==> src/rtl/jk_bank_sequencer.sv <==
// jk_bank_sequencer: drives J/K of an external JK flip-flop bank
// to run LOAD, CLEAR, COUNT_UP and TOGGLE_MASK commands.
module jk_bank_sequencer #(
    parameter int WIDTH = 4,
    parameter int CNT_W = 8
) (
    input  logic             clk,
    input  logic             rst,
    input  logic             cmd_valid,
    output logic             cmd_ready,
    input  logic [1:0]       cmd_op,
    input  logic [WIDTH-1:0] cmd_data,
    input  logic [CNT_W-1:0] cmd_len,
    output logic [WIDTH-1:0] j,
    output logic [WIDTH-1:0] k,
    input  logic [WIDTH-1:0] q,
    output logic             busy,
    output logic             done,
    output logic             wrap
);

    typedef enum logic [1:0] {
        IDLE = 2'd0,
        EXEC = 2'd1,
        DONE = 2'd2
    } state_t;

    localparam logic [1:0] OP_LOAD   = 2'b00;
    localparam logic [1:0] OP_CLEAR  = 2'b01;
    localparam logic [1:0] OP_COUNT  = 2'b10;
    localparam logic [1:0] OP_TOGGLE = 2'b11;

    state_t             state;
    state_t             nxt;
    logic [1:0]         op_r;
    logic [WIDTH-1:0]   data_r;
    logic [CNT_W-1:0]   rem;
    logic               live;
    logic               accept;
    logic               zero_len;
    logic               carry;

    assign accept   = cmd_valid & cmd_ready;
    assign zero_len = cmd_op[1] & (cmd_len == '0);

    always_ff @(posedge clk or negedge rst) begin
        if (!rst) begin
            state <= IDLE;
        end else begin
            state <= nxt;
        end
    end

    // live holds cmd_ready low until the first edge after reset release
    always_ff @(posedge clk or negedge rst) begin
        if (!rst) begin
            live   <= 1'b0;
            op_r   <= OP_LOAD;
            data_r <= '0;
            rem    <= '0;
        end else begin
            live <= 1'b1;
            if (accept) begin
                op_r   <= cmd_op;
                data_r <= cmd_data;
                rem    <= cmd_op[1] ? cmd_len : CNT_W'(1);
            end else if (state == EXEC) begin
                rem <= rem - CNT_W'(1);
            end
        end
    end

    always_comb begin
        nxt = state;
        unique case (state)
            IDLE: begin
                if (accept) nxt = zero_len ? DONE : EXEC;
            end
            EXEC: begin
                if (rem == CNT_W'(1)) nxt = DONE;
            end
            DONE:    nxt = IDLE;
            default: nxt = IDLE;
        endcase
    end

    always_comb begin
        j         = '0;
        k         = '0;
        done      = 1'b0;
        wrap      = 1'b0;
        carry     = 1'b1;
        cmd_ready = (state == IDLE) & live;
        busy      = (state != IDLE);
        unique case (state)
            EXEC: begin
                unique case (op_r)
                    OP_LOAD: begin
                        j = data_r;
                        k = ~data_r;
                    end
                    OP_CLEAR: begin
                        k = '1;
                    end
                    OP_COUNT: begin
                        // ripple the all-ones-below term as a carry chain
                        for (int i = 0; i < WIDTH; i++) begin
                            j[i]  = carry;
                            k[i]  = carry;
                            carry = carry & q[i];
                        end
                        wrap = &q;
                    end
                    OP_TOGGLE: begin
                        j = data_r;
                        k = data_r;
                    end
                endcase
            end
            DONE:    done = 1'b1;
            IDLE:    ;
            default: ;
        endcase
    end

endmodule
==> config.mk <==
export PLATFORM = sky130hd
export DESIGN_NAME = jk_bank_sequencer
export DESIGN_NICKNAME = d
export VERILOG_FILES = /design/src/rtl/jk_bank_sequencer.sv
export SDC_FILE = /design/constraint.sdc
export NUM_CORES = 1
export LEC_CHECK = 0
export ABC_CLOCK_PERIOD_IN_PS = 1700
export BUFFER_PORTS_ARGS = -buffer_cell sky130_fd_sc_hd__buf_2
export CORE_AREA = 3 3 60 62
export CTS_BUF_LIST = sky130_fd_sc_hd__clkbuf_16
export CTS_CLUSTER_SIZE = 12
export DETAILED_ROUTE_END_ITERATION = 8
export DIE_AREA = 0 0 63 65
export GPL_ROUTABILITY_DRIVEN = 0
export PLACE_DENSITY_LB_ADDON = 0.1
export SETUP_SLACK_MARGIN = 0.2
export SYNTH_ARGS = -nofsm -noshare
export SYNTH_HDL_FRONTEND = slang
export SYNTH_SLANG_ARGS = --single-unit
==> constraint.sdc <==
create_clock -name clk -period 1.7 [get_ports clk]
set_input_delay 0.255 -clock clk [delete_from_list [all_inputs] [get_ports clk]]
set_output_delay 0.255 -clock clk [all_outputs]
set_load 0.01 [all_outputs]
==> results.py, run 1 <==
metrics = {
    "drt": {
        "drt_iter0_drc": 28,
        "vias": 1055,
        "first_pass_iters": 4,
        "drc": 0,
        "wl_per_cell_um": 13.6,
        "viasPerCell": 4.93,
        "wl_um": 2910,
        "ant_nets": 0,
    },
    "cells_and_area": {
        "final_nets": 200,
        "drive_gt1_share_pct": 41.8,
        "antenna_cells": 0,
        "syn_to_final_growth_pct": 43.6,
    },
    "die": {
        "die_height_um": 65,
        "rows": 20,
        "initial_core_util_pct": 35.5,
        "die_x_um": 63,
        "dieArea_um2": 4100,
        "core-area_um2": 3080,
        "io_pins": 33,
    },
    "cts": {
        "cts-root-buf": "clkbuf_16",
        "worst_skew_pair.late_latency_ns": 0.25,
        "htreeDepth": 1,
        "cts_tree": "built",
        "clkSinkCount": 17,
        "cts_buffer_depth": 2,
        "clkTransAtPathRegs_ns": 0.05,
        "cts_made_buffers": 3,
    },
    "global_route": {
        "grt_pass1_vias": 1045,
        "grt_pass1_wl_um": 4600,
        "grt_antenna_before_repair": 0,
        "grt_usage_pct": 14.2,
        "grt_max_degree": 21,
        "globalRoute.totalOverflow": 0,
    },
    "outcome": {
        "status": "finished, violations left",
        "failed_checks": "negative setup slack",
    },
    "critical_path": {
        "required_ns": 1.44,
        "slowest_delay_ns": 0.47,
        "rr_startpoint": "rem[3]",
        "startpoint": "op_r[0]",
        "crit_slowest_cell": "dfrtp_2",
        "crit_cells": 5,
        "cp_cell_sequence": "buf_6, ha_4, or2b_4, a21oi_2, buf_2",
        "cp-start-kind": "flop",
        "cp-end-kind": "primary output",
        "critPathMaxFanout": 4,
        "path_class": "reg2out",
        "arrival_ns": 1.52,
        "rr_worst_depth": 3,
        "crit_family": "flip-flops",
        "timing.critical_path.buf_inv": 2,
    },
    "logic_synthesis": {
        "yosysUniqueCellTypes": 34,
        "yosys.area.top_type": "dfrtp_1",
        "netlist.area_leader.share_pct": 38.9,
        "ys_seq_elements": 17,
        "netlist_area_um2": 1090,
        "synth.net_count": 158,
        "synth.avg_cell_area_um2": 8.47,
        "ys.flop_type": "dfrtp_1",
        "ys_async_sr_fraction_pct": 100,
        "syn_inst": 129,
        "yosys-top-cells-area": "dfrtp_1 (39%), ha_1 (9.2%), nand2_1 (8.6%)",
        "ys_seq_area_share_pct": 38.9,
        "yosysWarningCount": 0,
        "synth_edf_count": 0,
    },
    "power": {
        "ir_drop_v": 0.000740,
        "pwr-share-comb_pct": 55.9,
        "leakagePower_nw": 0.716,
        "p_clk_share_pct": 16.2,
        "switching_share_pct": 42.3,
        "p_int_mw": 1.72,
        "p_sw_mw": 1.26,
        "power.share.sequential_pct": 28.0,
        "powerDensity_nw_per_um2": 1900,
    },
    "worst_hold_path": {
        "hold_path_class": "in2reg",
        "hold_depth": 3,
        "hold_start": "cmd_data[1]",
    },
    "timing": {
        "layout_setup_ws_ns": -0.0702,
        "skew_ns": 0.00331,
        "fin_crit_ns": 1.77,
        "grt_setup_unrepaired": "yes",
        "setup_viol": 7,
        "max_freq_ghz": 0.565,
        "holdWs_ns": 0.186,
        "post-route-period-util_pct": 104,
        "slew_violations": 0,
        "hold_viol_final": 0,
        "setup_tns_ns": -0.431,
    },
    "placement": {
        "pre_cts_ws_ns": 0.0972,
        "post-dp-hpwl_um": 1970,
        "numPortBuffers": 32,
    },
    "job": {
        "drv_cap": 0,
    },
}
==> cells in the mapped netlist, types with 2 or more instances <==
cell / instances
a211oi_1: 4
o21ai_1: 2
nand3_1: 11
nand4b_1: 2
ha_1: 8
a21oi_1: 10
inv_1: 6
nor2_1: 7
dfrtp_1: 17
buf_2: 2
nor2b_1: 2
xnor2_1: 2
xor2_1: 4
clkbuf_1: 2
nor3_1: 2
o21ai_0: 6
nand2_1: 25
==> state kept, by name (all words and copies together), names as in the netlist <==
register / count
live: 1
rem: 8
state: 2
data_r: 4
op_r: 2
==> tightest hold or removal path: stages <==
cell,delay (ns)
buf_2,0.07
nand2_1,0.04
nand2_1,0.04
==> cells in the final DEF, fill, tap and decap left out, types with 4 or more instances in the layout <==
cell type | synthesis | final
buf_2 | 2 | 32
nand2_1 | 25 | 24
dfrtp_1 | 17 | 15
nand3_1 | 11 | 10
buf_4 | 0 | 8
nor2_1 | 7 | 7
a21oi_1 | 10 | 7
o21ai_0 | 6 | 6
ha_4 | 0 | 5
xor2_1 | 4 | 4
==> metrics by stage <==
step	std cells	total power [mW]	instance area [um2]	util [%]
floorplan	129	1.65	1090	-
global placement	203	2.02	1300	42.3
detailed placement	203	2.03	1300	42.3
CTS	211	2.65	1440	46.9
global route	214	3.24	1570	51.0
finish	214	2.98	1570	51.0
==> kinds of logic after synthesis <==
family | count (synthesis) | synth area share, %
AND/OR/NAND/NOR | 60 | 28.0
adder cells (fa/ha/maj) | 8 | 9.16
AO/OA/AOI/OAI | 26 | 14.1
buffers and inverters | 11 | 4.70
flip-flops | 17 | 38.9
XOR/XNOR | 6 | 4.81
other | 1 | 0.343
==> path summary, 6_finish.rpt <==
kind	end	slack [ns]
min reg2reg	data_r[2]	0.57
min	data_r[1]	0.19
min in group asynchronous	state[0]	0.48
max in group asynchronous	op_r[0]	0.91
max	j[1]	-0.07
max reg2reg	state[0]	0.32
==> power groups by stage <==
stage | Sequential [mW] | Combinational [mW] | Clock (mW)
3_3_place_gp | 0.772 | 1.25 | 0
3_5_place_dp | 0.777 | 1.25 | 0
2_1_floorplan | 0.730 | 0.920 | 0
5_1_grt | 0.861 | 1.87 | 0.513
4_1_cts | 0.778 | 1.38 | 0.496
6_report | 0.833 | 1.66 | 0.481
==> what timing repair did <==
item | 4_1_cts | 5_1_grt
hold endpoints to repair | 17 | 0
pin swaps | 1 | 3
setup endpoints to repair | 9 | 9
setup buffers | 3 | 3
hold buffers | 1 | 0
gates cloned | 0 | 0
resized for setup | 11 | 20
==> area by class of cell <==
| cell class | instances | area, um2 |
|---|---|---|
| Clock buffer | 3 | 75.1 |
| Multi-Input combinational cell | 101 | 737 |
| Timing Repair Buffer | 42 | 241 |
| Sequential cell | 17 | 428 |
| Fill cell | 310 | 1510 |
| Inverter | 6 | 27.5 |
| Clock inverter | 1 | 5.00 |
| Tap cell | 44 | 55.1 |
==> per-layer routing <==
layer	vias up	global-route usage, %	wire length, um
met1	499	18.2	1330
met3	5	3.12	117
met5	-	0	0
met2	25	23.2	1410
met4	0	5.79	54
li1	526	-	-
No activity file was read; power rests on OpenSTA's default activity.
==> run 2, diff against run 1 <==
--- a/config.mk
+++ b/config.mk
@@ -14,6 +14,7 @@
 export DIE_AREA = 0 0 63 65
 export GPL_ROUTABILITY_DRIVEN = 0
 export PLACE_DENSITY_LB_ADDON = 0.1
+export RECOVER_POWER = 50
 export SETUP_SLACK_MARGIN = 0.2
 export SYNTH_ARGS = -nofsm -noshare
 export SYNTH_HDL_FRONTEND = slang
==> run 2 against run 1 <==
Against the previous run:
- the run still ends with negative setup slack left
- non-clock buffer count unchanged
- final area shrank 0.32%
- total power barely moved
- clock skew barely moved
- combinational power hardly changed
- sequential share of layout area increased by 0.087 points
==> results.py, run 2 (same netlist as run 1, synthesis figures left out) <==
metrics = {
    "outcome": {
        "status": "finished, violations left",
        "failed_checks": "negative setup slack",
    },
    "placement": {
        "post-dp-hpwl_um": 1970,
        "dp_cells": 203,
        "pre_cts_ws_ns": 0.0972,
        "numPortBuffers": 32,
        "dpl-instance-area_um2": 1300,
    },
    "timing": {
        "fin_crit_ns": 1.77,
        "layout_setup_ws_ns": -0.0704,
        "worst_pin_slew_ns": 0.973,
        "hold_viol_final": 0,
        "max_freq_ghz": 0.565,
        "grt_setup_unrepaired": "yes",
        "skew_ns": 0.00339,
        "slew_violations": 0,
        "setup_viol": 7,
        "setup_tns_ns": -0.432,
        "holdWs_ns": 0.186,
        "post-route-period-util_pct": 104,
        "relSlewSlack_pct": 35.1,
    },
    "cells_and_area": {
        "largest_register": "rem",
        "final_cell_mix": "buf_2 (31), nand2_1 (24), dfrtp_1 (15), nand3_1 (10)",
        "fillers": 313,
        "largest_reg_flops": 8,
        "postLayoutCoreUtil_pct": 50.8,
        "drive_gt1_share_pct": 40.6,
        "largest_registers": "rem x8, data_r x4",
        "syn_to_final_growth_pct": 43.2,
        "layout_commonest_cell": "buf_2",
        "antenna_cells": 0,
        "finalInstanceArea_um2": 1560,
        "layoutNonFillerInstCount": 214,
        "final_nets": 200,
    },
    "global_route": {
        "grt_max_degree": 21,
        "globalRoute.totalOverflow": 0,
        "grt_pass1_vias": 1045,
        "grt_usage_pct": 14.2,
        "grt_antenna_before_repair": 0,
        "grt_pass1_wl_um": 4600,
    },
    "cts": {
        "cts_tree": "built",
        "cts_made_buffers": 3,
        "worst_skew_pair.late_latency_ns": 0.25,
        "clkSinkCount": 17,
        "cts_buffer_depth": 2,
        "htreeDepth": 1,
        "clkTransAtPathRegs_ns": 0.05,
        "cts-root-buf": "clkbuf_16",
    },
    "power": {
        "power_mw": 2.98,
        "leakagePower_nw": 0.710,
        "ir_drop_v": 0.000740,
        "powerDensity_nw_per_um2": 1900,
    },
    "die": {
        "core-area_um2": 3080,
        "dieArea_um2": 4100,
        "die_x_um": 63,
        "initial_core_util_pct": 35.5,
        "die_height_um": 65,
        "io_pins": 33,
        "rows": 20,
    },
    "drt": {
        "ant_nets": 0,
        "drt_iter0_drc": 33,
        "wl_um": 2910,
        "first_pass_iters": 4,
        "drc": 0,
        "vias": 1061,
        "viasPerCell": 4.96,
        "wl_per_cell_um": 13.6,
    },
    "critical_path": {
        "rr_startpoint": "state[1]",
        "cp_cell_sequence": "buf_6, ha_4, or2b_4, a21oi_2, buf_2",
        "cp-start-kind": "flop",
        "path_class": "reg2out",
        "slowest_delay_ns": 0.47,
        "startpoint": "op_r[0]",
        "required_ns": 1.44,
        "timing.critical_path.buf_inv": 2,
        "cp-end-kind": "primary output",
        "critPathMaxFanout": 4,
        "arrival_ns": 1.52,
        "crit_family": "flip-flops",
        "crit_slowest_cell": "dfrtp_2",
    },
    "job": {
        "drv_cap": 0,
    },
    "worst_hold_path": {
        "hold_path_class": "in2reg",
        "hold_start": "cmd_data[1]",
    },
}
run 2: cell count changes in the layout (fill, tap and decap cells not counted):
cell | before | now
buf_4 | 8 | 7
buf_2 | 32 | 31
clkbuf_1 | 0 | 2
run 2: final timing paths:
check / slack (ns) / cells after the start / endpoint
hold / removal: 0.19 / 3 / data_r[1]
setup reg to reg: 0.29 / 5 / rem[4]
max in group asynchronous: 0.36 / 2 / op_r[0]
setup / recovery: -0.07 / 5 / j[1]
min in group asynchronous: 0.69 / 2 / state[0]
hold reg to reg: 0.58 / 2 / data_r[2]
run 2: per-layer routing:
layer | GRT usage (%) | wire length (um)
met1 | 18.2 | 1320
met2 | 23.2 | 1430
met3 | 3.12 | 118
met4 | 5.79 | 32
met5 | 0 | 0
run 2: timing repair:
| action | 4_1_cts | 5_1_grt |
|---|---|---|
| pin swaps | 1 | 3 |
| hold buffers | 1 | 0 |
| cloned | 0 | 0 |
| endpoints found under the setup margin | 9 | 9 |
| gates resized for setup | 11 | 20 |
| endpoints found under the hold margin | 17 | 0 |
| buffers inserted | 3 | 3 |
run 2: power breakdown:
| group | switching (mW) | internal, mW |
|---|---|---|
| clock | 0.167 | 0.315 |
| sequential | 0.238 | 0.595 |
| combinational | 0.858 | 0.803 |
| total | 1.26 | 1.71 |
run 2: worst min-delay path: stages:
cell and delay, ns:
buf_2 0.07, nand2_1 0.04, nand2_1 0.04
run 2: cell type report:
| cell class | count | area (um2) | share of cell area (%) |
|---|---|---|---|
| Clock buffer | 3 | 75.1 | 4.80 |
| Clock inverter | 1 | 5.00 | 0.320 |
| Inverter | 6 | 27.5 | 1.76 |
| Multi-Input combinational cell | 101 | 737 | 47.1 |
| Sequential cell | 17 | 428 | 27.4 |
| Tap cell | 44 | 55.1 | 3.52 |
| Timing Repair Buffer | 42 | 236 | 15.1 |
==> run 3, diff against run 2 <==
--- a/config.mk
+++ b/config.mk
@@ -8,7 +8,6 @@
 export ABC_CLOCK_PERIOD_IN_PS = 1700
 export BUFFER_PORTS_ARGS = -buffer_cell sky130_fd_sc_hd__buf_2
 export CORE_AREA = 3 3 60 62
-export CTS_BUF_LIST = sky130_fd_sc_hd__clkbuf_16
 export CTS_CLUSTER_SIZE = 12
 export DETAILED_ROUTE_END_ITERATION = 8
 export DIE_AREA = 0 0 63 65
==> run 3 against run 2 <==
Against the previous run:
- the run still ends with negative setup slack left
- first-iteration DRC count fell by 6.1%
- setup slack got worse by 0.11 ns
- utilization fell by 0.77 points
- worst hold slack got worse by 0.051 ns
- die area did not move
- sequential share of layout area rose by 0.42 points
- routed wire length rose by 0.17%
- critical path type unchanged
- clock skew barely moved
- largest power group unchanged
==> results.py, run 3 (same netlist as run 1, synthesis figures left out) <==
metrics = {
    "outcome": {
        "status": "finished, violations left",
        "failed_checks": "negative setup slack",
    },
    "power": {
        "ir_drop_v": 0.000618,
        "p_sw_mw": 1.28,
        "leakagePower_nw": 0.697,
        "p_int_mw": 1.53,
        "pwr-share-comb_pct": 62.5,
        "power_mw": 2.81,
        "p_clk_share_pct": 8.0,
        "powerDensity_nw_per_um2": 1830,
        "switching_share_pct": 45.4,
        "power.share.sequential_pct": 29.5,
    },
    "timing": {
        "post-route-period-util_pct": 111,
        "grt_setup_unrepaired": "yes",
        "setup_viol": 8,
        "layout_setup_ws_ns": -0.185,
        "relSlewSlack_pct": 34.9,
        "slew_violations": 0,
        "setup_tns_ns": -0.829,
        "worst_pin_slew_ns": 0.977,
        "max_freq_ghz": 0.531,
        "hold_viol_final": 0,
        "fin_crit_ns": 1.88,
        "skew_ns": 0.00360,
    },
    "global_route": {
        "grt_pass1_wl_um": 4790,
        "grt_antenna_before_repair": 0,
        "grt_usage_pct": 14.4,
        "grt_pass1_vias": 1090,
        "globalRoute.totalOverflow": 0,
        "grt_max_degree": 21,
    },
    "drt": {
        "wl_um": 2910,
        "wl_per_cell_um": 13.5,
        "drt_iter0_drc": 31,
        "first_pass_iters": 4,
        "viasPerCell": 4.89,
        "vias": 1051,
        "drc": 0,
        "ant_nets": 0,
    },
    "cts": {
        "htreeDepth": 1,
        "worst_skew_pair.late_latency_ns": 0.30,
        "cts_tree": "built",
        "clkTransAtPathRegs_ns": 0.11,
        "cts_made_buffers": 3,
        "cts-root-buf": "clkbuf_4",
        "cts_buffer_depth": 2,
        "clkSinkCount": 17,
    },
    "critical_path": {
        "rr_worst_depth": 3,
        "cp-start-kind": "flop",
        "cp_cell_sequence": "clkinv_4, ha_4, a2111oi_4, a211oi_2, buf_2",
        "arrival_ns": 1.63,
        "path_class": "reg2out",
        "cp-end-kind": "primary output",
        "critPathMaxFanout": 8,
        "slowest_delay_ns": 0.46,
        "required_ns": 1.44,
        "crit_slowest_cell": "dfrtp_2",
    },
    "cells_and_area": {
        "layout_commonest_cell": "buf_2",
        "drive_gt1_share_pct": 43.9,
        "syn_to_final_growth_pct": 41.0,
        "postLayoutCoreUtil_pct": 50.0,
        "final_cell_mix": "buf_2 (31), nand2_1 (23), dfrtp_1 (15), nand3_1 (10), buf_4 (9)",
        "antenna_cells": 0,
        "largest_register": "rem",
        "largest_registers": "rem x8, data_r x4",
        "largest_reg_flops": 8,
        "final_nets": 201,
    },
    "die": {
        "io_pins": 33,
        "die_x_um": 63,
        "initial_core_util_pct": 35.5,
        "core-area_um2": 3080,
        "die_height_um": 65,
        "dieArea_um2": 4100,
        "rows": 20,
    },
    "worst_hold_path": {
        "hold_path_class": "in2reg",
        "hold_depth": 3,
    },
    "placement": {
        "post-dp-hpwl_um": 1970,
        "numPortBuffers": 32,
    },
    "job": {
        "drv_cap": 0,
    },
}
run 3: cell count changes in the layout (fill, tap and decap cells not counted), sizes merged:
| cell | before | now |
|---|---|---|
| inv | 6 | 5 |
| clkinv | 1 | 2 |
| clkbuf | 5 | 4 |
| buf | 39 | 41 |
run 3: repair_timing:
action	in CTS	in global routing
buffers inserted	4	3
resized for setup	22	15
hold endpoints to repair	17	0
setup endpoints to repair	9	10
hold buffers	1	0
pin swaps	5	5
run 3: metrics by stage:
step	hold slack, ns	cell area [um2]	setup WS [ns]	std cells
5_1_grt	0.126	1540	-0.274	215
6_report	0.136	1540	-0.185	215
2_1_floorplan	-0.0406	1090	0.221	129
3_3_place_gp	0.205	1300	0.124	203
3_5_place_dp	0.206	1300	0.0972	203
4_1_cts	0.126	1450	-0.110	212
run 3: power by group through the flow:
stage | Clock (mW) | Combinational (mW) | Sequential (mW)
after global placement | 0 | 1.25 | 0.772
after detailed placement | 0 | 1.25 | 0.777
after floorplan | 0 | 0.920 | 0.730
final | 0.226 | 1.76 | 0.829
after global routing | 0.259 | 1.98 | 0.854
after CTS | 0.240 | 1.47 | 0.805
run 3: critical path, delay by kind of cell, from the launching register on:
family	cells	cell delay [ns]
AO/OA/AOI/OAI	2	0.40
buffers and inverters	2	0.26
flip-flops	1	0.46
adder cells (fa/ha/maj)	1	0.21
run 3: layer usage:
metal  wire [um]  global-route usage, %  up-vias
li1            -                      -      524
met1        1380                   18.2      503
met2        1400                   24.5       22
met3         115                   2.60        2
met4          20                   4.96        0
met5           0                      0        -
run 3: final cells by class:
type | count | area, um2
inverters | 6 | 32.5
fillers | 308 | 1540
flip-flops and latches | 17 | 428
clock inverters | 1 | 5.00
well taps | 44 | 55.1
multi-input cells | 101 | 749
clock buffers | 3 | 22.5
repair buffers | 43 | 248
run 3: path summary, 6_finish.rpt:
kind / from / endpoint / slack, ns
worst max register to register: rem[3] / state[0] / 0.31
worst min register to register: data_r[1] / data_r[1] / 0.58
min in group asynchronous: rst / state[0] / 0.63
max in group asynchronous: rst / op_r[0] / 0.42
worst min-delay path: cmd_data[1] / data_r[1] / 0.14
worst max-delay path: op_r[0] / k[0] / -0.18
